### config.mk
export PLATFORM = sky130hd
export DESIGN_NAME = ula
export DESIGN_NICKNAME = d
export VERILOG_FILES = /design/src/rtl/ula_pkg.sv /design/src/rtl/ula_addsub.sv /design/src/rtl/ula.sv
export SDC_FILE = /design/constraint.sdc
export NUM_CORES = 1
export LEC_CHECK = 0
export CORE_ASPECT_RATIO = 1.2
export CORE_MARGIN = 2
export CORE_UTILIZATION = 48
export CTS_BUF_LIST = sky130_fd_sc_hd__clkbuf_8
export DETAILED_ROUTE_END_ITERATION = 8
export GPL_TIMING_DRIVEN = 0
export PLACE_DENSITY = 0.83
export SYNTH_ARGS = -nofsm -noshare
export SYNTH_HDL_FRONTEND = slang
export SYNTH_SLANG_ARGS = --single-unit
### constraint.sdc
create_clock -name clk -period 9 [get_ports clk]
set_input_delay 0.9 -clock clk [delete_from_list [all_inputs] [get_ports clk]]
set_output_delay 0.9 -clock clk [all_outputs]
set_load 0.01 [all_outputs]
### src/rtl/ula_pkg.sv
// Shared constants for the ula ALU: operation codes, default width
// and bit positions inside the registered status-flag word.
package ula_pkg;

    localparam int ULA_WIDTH = 32;

    localparam logic [1:0] ULA_ADD = 2'b00;
    localparam logic [1:0] ULA_SUB = 2'b01;
    localparam logic [1:0] ULA_AND = 2'b10;
    localparam logic [1:0] ULA_OR  = 2'b11;

    // flags_q = {N, Z, C, V}
    localparam int FLAG_N = 3;
    localparam int FLAG_Z = 2;
    localparam int FLAG_C = 1;
    localparam int FLAG_V = 0;

endpackage

### src/rtl/ula_addsub.sv
// Shared adder/subtractor for ula: sum = a + (sub ? ~b + 1 : b).
// Ports: a, b operands; sub selects subtract; sum, carry (carry-out,
// i.e. no-borrow when subtracting), overflow (signed overflow).
module ula_addsub #(
    parameter int WIDTH = 32
) (
    input  logic [WIDTH-1:0] a,
    input  logic [WIDTH-1:0] b,
    input  logic             sub,
    output logic [WIDTH-1:0] sum,
    output logic             carry,
    output logic             overflow
);

    logic [WIDTH-1:0] b_eff;
    logic [WIDTH:0]   wide;

    // Subtraction reuses the adder: invert b and inject the +1 as carry-in.
    assign b_eff = b ^ {WIDTH{sub}};
    assign wide  = {1'b0, a} + {1'b0, b_eff} + {{WIDTH{1'b0}}, sub};

    assign sum   = wide[WIDTH-1:0];
    assign carry = wide[WIDTH];

    // Signed overflow: addends share a sign the sum does not.
    assign overflow = (a[WIDTH-1] == b_eff[WIDTH-1]) &&
                      (sum[WIDTH-1] != a[WIDTH-1]);

endmodule

### src/rtl/ula.sv
// ula: combinational ADD/SUB/AND/OR ALU with a registered trace copy.
// Ports: clk, rst (sync, active-high), op_a, op_b, control (2-bit op),
// result/zero/negative/carry/overflow (combinational),
// result_q and flags_q {N,Z,C,V} (registered, one cycle later).
module ula
    import ula_pkg::*;
#(
    parameter int WIDTH = ULA_WIDTH
) (
    input  logic             clk,
    input  logic             rst,
    input  logic [WIDTH-1:0] op_a,
    input  logic [WIDTH-1:0] op_b,
    input  logic [1:0]       control,
    output logic [WIDTH-1:0] result,
    output logic             zero,
    output logic             negative,
    output logic             carry,
    output logic             overflow,
    output logic [WIDTH-1:0] result_q,
    output logic [3:0]       flags_q
);

    logic [WIDTH-1:0] as_sum;
    logic             as_carry;
    logic             as_ovf;
    logic             sub;

    assign sub = (control == ULA_SUB);

    ula_addsub #(
        .WIDTH(WIDTH)
    ) u_addsub (
        .a       (op_a),
        .b       (op_b),
        .sub     (sub),
        .sum     (as_sum),
        .carry   (as_carry),
        .overflow(as_ovf)
    );

    always_comb begin
        result   = '0;
        carry    = 1'b0;
        overflow = 1'b0;
        unique case (control)
            ULA_ADD, ULA_SUB: begin
                result   = as_sum;
                carry    = as_carry;
                overflow = as_ovf;
            end
            ULA_AND: result = op_a & op_b;
            ULA_OR:  result = op_a | op_b;
        endcase
    end

    assign zero     = ~|result;
    assign negative = result[WIDTH-1];

    always_ff @(posedge clk) begin
        if (rst) begin
            result_q <= '0;
            flags_q  <= 4'b0000;
        end else begin
            result_q        <= result;
            flags_q[FLAG_N] <= negative;
            flags_q[FLAG_Z] <= zero;
            flags_q[FLAG_C] <= carry;
            flags_q[FLAG_V] <= overflow;
        end
    end

endmodule

==> impl_metrics.yaml, run 1 <==
floorplan:
  core-area_sq_um: 8610
  die_y_um: 107
  die_w_um: 90.1
  num_rows: 37
  start_util_pct: 49.6
  io_pins: 140
  die_area_sq_um: 9670
worst_setup_path:
  crit_path_max_fanout: 10
  worst-setup-path-type: "in -> out"
  critPathRequiredTime_ns: 8.10
  cp_data_arrival_time_ns: 7.56
  cp-end-kind: "primary output"
  cp-start-kind: "input pin"
synth:
  synthFlopType: "dfxtp_1"
  async_flop_share_pct: 0
  syn_area_per_cell_sq_um: 7.50
  netlist_area_sq_um: 4270
  yosysSeqAreaShare_pct: 16.4
  synth_edf_count: 0
  synth_top_area_share_pct: 16.4
  yosysWarnings: 0
  yosysUniqueCellTypes: 68
  syn_inst: 569
  syn_nets: 673
  synthTopCellsByArea: "dfxtp_1 16%, ha_1 10%, xnor2_1 7.8%"
  synth-seq-cells: 35
  yosys.area.top_type: "dfxtp_1"
pwr:
  total_leakage_power_nw: 2.28
  p_per_area_nw_per_um2: 138
  peakVddDrop_v: 0.0000550
sta:
  hold_viol_final: 0
  drv_slew: 0
  max-slew-margin-rel_pct: 38.3
  fin_crit_sh_pct: 94.0
  min_period_ns: 8.46
  tightest_slew_ns: 0.925
  finalSetupTns_ns: 0
  rsz0062_at_grt: "no"
  setup_violations: 0
  clock.fmax_mhz: 118
layout:
  final_cell_mix: "137 x clkdlybuf4s50_1, 57 x nand2_1, 51 x a21oi_1"
  nets: 817
  final_common_cell: "clkdlybuf4s50_1"
  stdcell_area_sq_um: 5890
  diodes: 0
  fillCellCount: 747
  area_delta_synth_final_pct: 37.9
  drive_gt1_share_pct: 5.74
clocking:
  cts_hold_buf: 0
  cts_setup_buffers: 0
  numCtsBuffers: 5
  clockBufferDepth: 2
  clockRootBuffer: "clkbuf_8"
  cts.clk_slew.worst_paths_ns: 0.06
  cts_resized: 0
  cts_sinks: 35
  cts_tree: "yes"
  h-tree-depth: 2
global_route:
  grtUsageTotal_pct: 31.2
  globalRoute.totalOverflow: 0
  grt_antenna_before_repair: 0
  grt_pass1_vias: 4769
  grt_first_pass_wirelength_um: 24200
  grt_max_degree: 11
worst_hold_path:
  worstHoldPathType: "in -> reg"
  min_path_cells: 3
  holdCritStartpoint: "control[1]"
  holdPathEnd: "result_q[5]"
outcome:
  outcome: "completed"
placement:
  gp_congestion: 1.05
  dp_hpwl_um: 12800
  placed_cell_area_sq_um: 5790
  portBuffers: 137
route:
  vias_per_cell: 5.99
  vias: 4981
  dr.pass1.iters: 5
  routedWlPerCell_um: 18.6
  drc: 0
  drtIter0Drc: 322
  ant_nets: 0
  routed_wl_um: 15500
job:
  maxCapViolCount: 0
[stage by stage]
step	hold slack, ns	util [%]	instances	setup WS (ns)	power (mW)
after floorplan	0.972	-	569	2.77	0.472
after global placement	1.41	67.2	823	0.821	0.676
after detailed placement	1.40	67.2	823	0.694	0.685
after CTS	1.09	68.4	831	0.700	0.805
after global routing	1.12	68.4	831	0.134	0.858
final	1.11	68.4	831	0.536	0.812
[registers in the layout, summed over array words and instances (netlist names)]
| signal | count |
|---|---|
| flags_q | 3 |
| result_q | 32 |
[layer usage]
metal | vias up | GRT usage [%] | wire length, um
li1 | 2369 | - | -
met1 | 2316 | 40.4 | 6440
met2 | 258 | 54.2 | 7380
met3 | 38 | 2.87 | 1220
met4 | 0 | 11.3 | 423
met5 | - | 0 | 0
[worst max-delay path: stages]
cell             delay (ns)
buf_6                  0.11
clkbuf_1               0.45
buf_2                  0.38
buf_1                  0.47
buf_2                  0.33
buf_2                  0.24
nand2_1                0.13
buf_1                  0.45
xnor2_1                0.26
ha_1                   0.40
a21oi_1                0.53
a211o_1                0.34
nand2_1                0.13
o311ai_0               0.76
a31oi_1                0.22
a2111oi_0              0.47
o211ai_1               0.24
nor3_1                 0.17
clkdlybuf4s50_1        0.57
[report_power, final]
part | switching (mW) | internal, mW
registers | 0.00476 | 0.173
logic | 0.278 | 0.236
clock network | 0.0514 | 0.0686
[synthesized netlist by cell type, drive strengths merged, types with 8 or more instances]
master and count:
a21o 11, xor2 8, ha 35, nor4 8
buf 17, o21a 14, clkbuf 17, dfxtp 35
nand4 18, xnor2 38, maj3 22, inv 19
o21ai 37, a21oi 55, nand2 57, nor2b 22
nor2 45, mux2i 10, nor3 14
[logic make-up (layout without fill, tap and decap cells)]
group,after synthesis,after routing,synth area share [%]
buffers and inverters,53,198,5.45
and+or+nand+nor,189,189,22.3
xor gates and xnor gates,46,46,9.44
AOI/OAI and AO/OA,175,175,27.3
adders and majority gates,58,58,15.9
muxes,13,13,3.14
DFF,35,35,16.4
[how the worst max path moves through the flow]
stage / from / endpoint
finish: control[0] / zero
global route: control[0] / zero
CTS: control[0] / zero
detailed placement: control[0] / zero
global placement: control[0] / zero
floorplan: control[0] / zero
[area by class of cell]
type / instances / area [sq um] / share of cell area, %
clock inverters: 1 / 3.75 / 0.0638
inverters: 19 / 71.3 / 1.21
clock buffers: 7 / 96.3 / 1.64
well taps: 117 / 146 / 2.49
plain buffers: 34 / 161 / 2.74
multi-input cells: 481 / 3340 / 56.7
flip-flops and latches: 35 / 701 / 11.9
repair buffers: 137 / 1370 / 23.3
Power figures use the tool's default switching activity.
==> run 2, diff against run 1 <==
- CORE_UTILIZATION: 48 -> 52
- PLACE_DENSITY: 0.83 -> 0.95
- TNS_END_PERCENT: default -> 10
==> run 2 against run 1 <==
First-iteration DRC count is 32% higher. Sequential power about the same. Setup slack improved by 0.064 ns. Sequential share of layout area up 0.056 points. Routed wire length fell by 2.5%. Die area down 7.4%. Non-clock buffer count did not move. Fmax is 0.77% higher. Cell count down 2.6%. Sequential cell count unchanged. Cell area fell by 0.47%. Clock-buffer cell count is the same. Largest cell class unchanged.
==> impl_metrics.yaml, run 2 (synthesized netlist as in run 1, its figures left out) <==
worst_setup_path:
  crit_path_max_fanout: 10
  critPathRequiredTime_ns: 8.10
  cp-end-kind: "primary output"
  cp_data_arrival_time_ns: 7.50
  cp-start-kind: "input pin"
  worst-setup-path-type: "in -> out"
layout:
  area_delta_synth_final_pct: 37.3
  multi_input_area_sq_um: 3340
  instances_no_fill: 809
  stdcell_area_sq_um: 5860
  drive_gt1_share_pct: 5.74
  final_cell_mix: "137 x clkdlybuf4s50_1, 57 x nand2_1, 51 x a21oi_1"
  top_regs: "result_q (32), flags_q (3)"
  final_common_cell: "clkdlybuf4s50_1"
  largest_reg_flops: 32
  fillCellCount: 617
  largest_register: "result_q"
  diodes: 0
  seqCellArea_sq_um: 701
  nets: 817
pwr:
  p_per_area_nw_per_um2: 139
  switchingPower_mw: 0.336
  p_sw_share_pct: 41.3
  p_int_mw: 0.478
  seq_power_share_pct: 21.8
  pwr-share-clk_pct: 14.9
  total_leakage_power_nw: 2.28
  comb_power_share_pct: 63.3
  peakVddDrop_v: 0.0000624
route:
  routed_wl_um: 15100
  drtIter0Drc: 425
  ant_nets: 0
  dr.pass1.iters: 6
  drc: 0
  routedWlPerCell_um: 18.6
  vias_per_cell: 6.30
  vias: 5097
worst_hold_path:
  holdCritStartpoint: "control[1]"
  worstHoldPathType: "in -> reg"
  min_path_cells: 3
  holdPathEnd: "result_q[5]"
placement:
  dp_hpwl_um: 12300
  portBuffers: 137
  gp_congestion: 1.10
  placed_cell_area_sq_um: 5760
  dpl.cell_count: 801
sta:
  min_period_ns: 8.40
  clock.fmax_mhz: 119
  hold_viol_final: 0
  tightest_slew_ns: 0.946
  fin_crit_sh_pct: 93.3
  setup_violations: 0
  max-slew-margin-rel_pct: 36.9
  rsz0062_at_grt: "no"
  finalSetupTns_ns: 0
  drv_slew: 0
floorplan:
  die_y_um: 103
  die_area_sq_um: 8950
  start_util_pct: 52.9
  die_w_um: 86.7
  core-area_sq_um: 8060
  num_rows: 36
  io_pins: 140
clocking:
  numCtsBuffers: 5
  cts_sinks: 35
  cts_hold_buf: 0
  cts.clk_slew.worst_paths_ns: 0.06
  clockBufferDepth: 2
  h-tree-depth: 2
  cts_tree: "yes"
  cts_resized: 0
  clockRootBuffer: "clkbuf_8"
  cts_setup_buffers: 0
global_route:
  grt_max_degree: 11
  grtUsageTotal_pct: 33.2
  grt_pass1_vias: 4816
  globalRoute.totalOverflow: 0
  grt_antenna_before_repair: 0
  grt_first_pass_wirelength_um: 23300
outcome:
  outcome: "completed"
job:
  maxCapViolCount: 0
-- run 2: cell counts in the layout (fill, tap and decap cells not counted) --
No cell type changed its count.
-- run 2: how the worst max path moves through the flow --
stage	startpoint	endpoint	depth (start not counted)
after floorplan	control[0]	zero	20
after global placement	control[0]	zero	19
after detailed placement	control[0]	zero	19
after CTS	control[0]	zero	19
after global routing	control[0]	zero	19
final	control[0]	zero	19
-- run 2: final cells by class --
type                            instances  area share [%]
Inverter                               19            1.22
Multi-Input combinational cell        481            56.9
Sequential cell                        35            12.0
Clock inverter                          1          0.0641
Timing Repair Buffer                  137            23.4
Buffer                                 34            2.75
Tap cell                               95            2.03
Clock buffer                            7            1.64
-- run 2: power groups by stage --
stage / Sequential, mW / Clock (mW) / Combinational [mW]
CTS: 0.178 / 0.123 / 0.504
detailed placement: 0.181 / 0 / 0.501
global placement: 0.181 / 0 / 0.490
finish: 0.178 / 0.121 / 0.515
floorplan: 0.191 / 0 / 0.280
global route: 0.179 / 0.129 / 0.552
-- run 2: worst max-delay path, cell delays in order --
cell and delay (ns):
buf_6 0.11, clkbuf_1 0.43, buf_2 0.38, buf_1 0.43, buf_2 0.33, buf_2 0.24
nand2_1 0.13, buf_1 0.45, xnor2_1 0.26, ha_1 0.40, a21oi_1 0.51, a211o_1 0.32
nand2_1 0.11, o311ai_0 0.76, a31oi_1 0.23, a2111oi_0 0.50, o211ai_1 0.23, nor3_1 0.18
clkdlybuf4s50_1 0.58
-- run 2: layer usage --
| layer | GRT usage, % | vias up | part of all wire (%) |
|---|---|---|---|
| met4 | 18.1 | 0 | 4.3 |
| li1 | - | 2370 | - |
| met1 | 40.4 | 2342 | 39 |
| met2 | 58.2 | 324 | 48 |
| met5 | 0 | - | 0 |
| met3 | 2.30 | 61 | 8.3 |
-- run 2: per-stage QoR --
step	power [mW]	hold slack [ns]	util [%]	setup slack (ns)
final	0.814	1.11	72.7	0.600
after global routing	0.860	1.11	72.7	0.347
after CTS	0.805	1.10	72.7	0.965
after detailed placement	0.682	1.40	71.4	0.978
after global placement	0.671	1.40	71.4	1.00
after floorplan	0.472	0.972	-	2.77
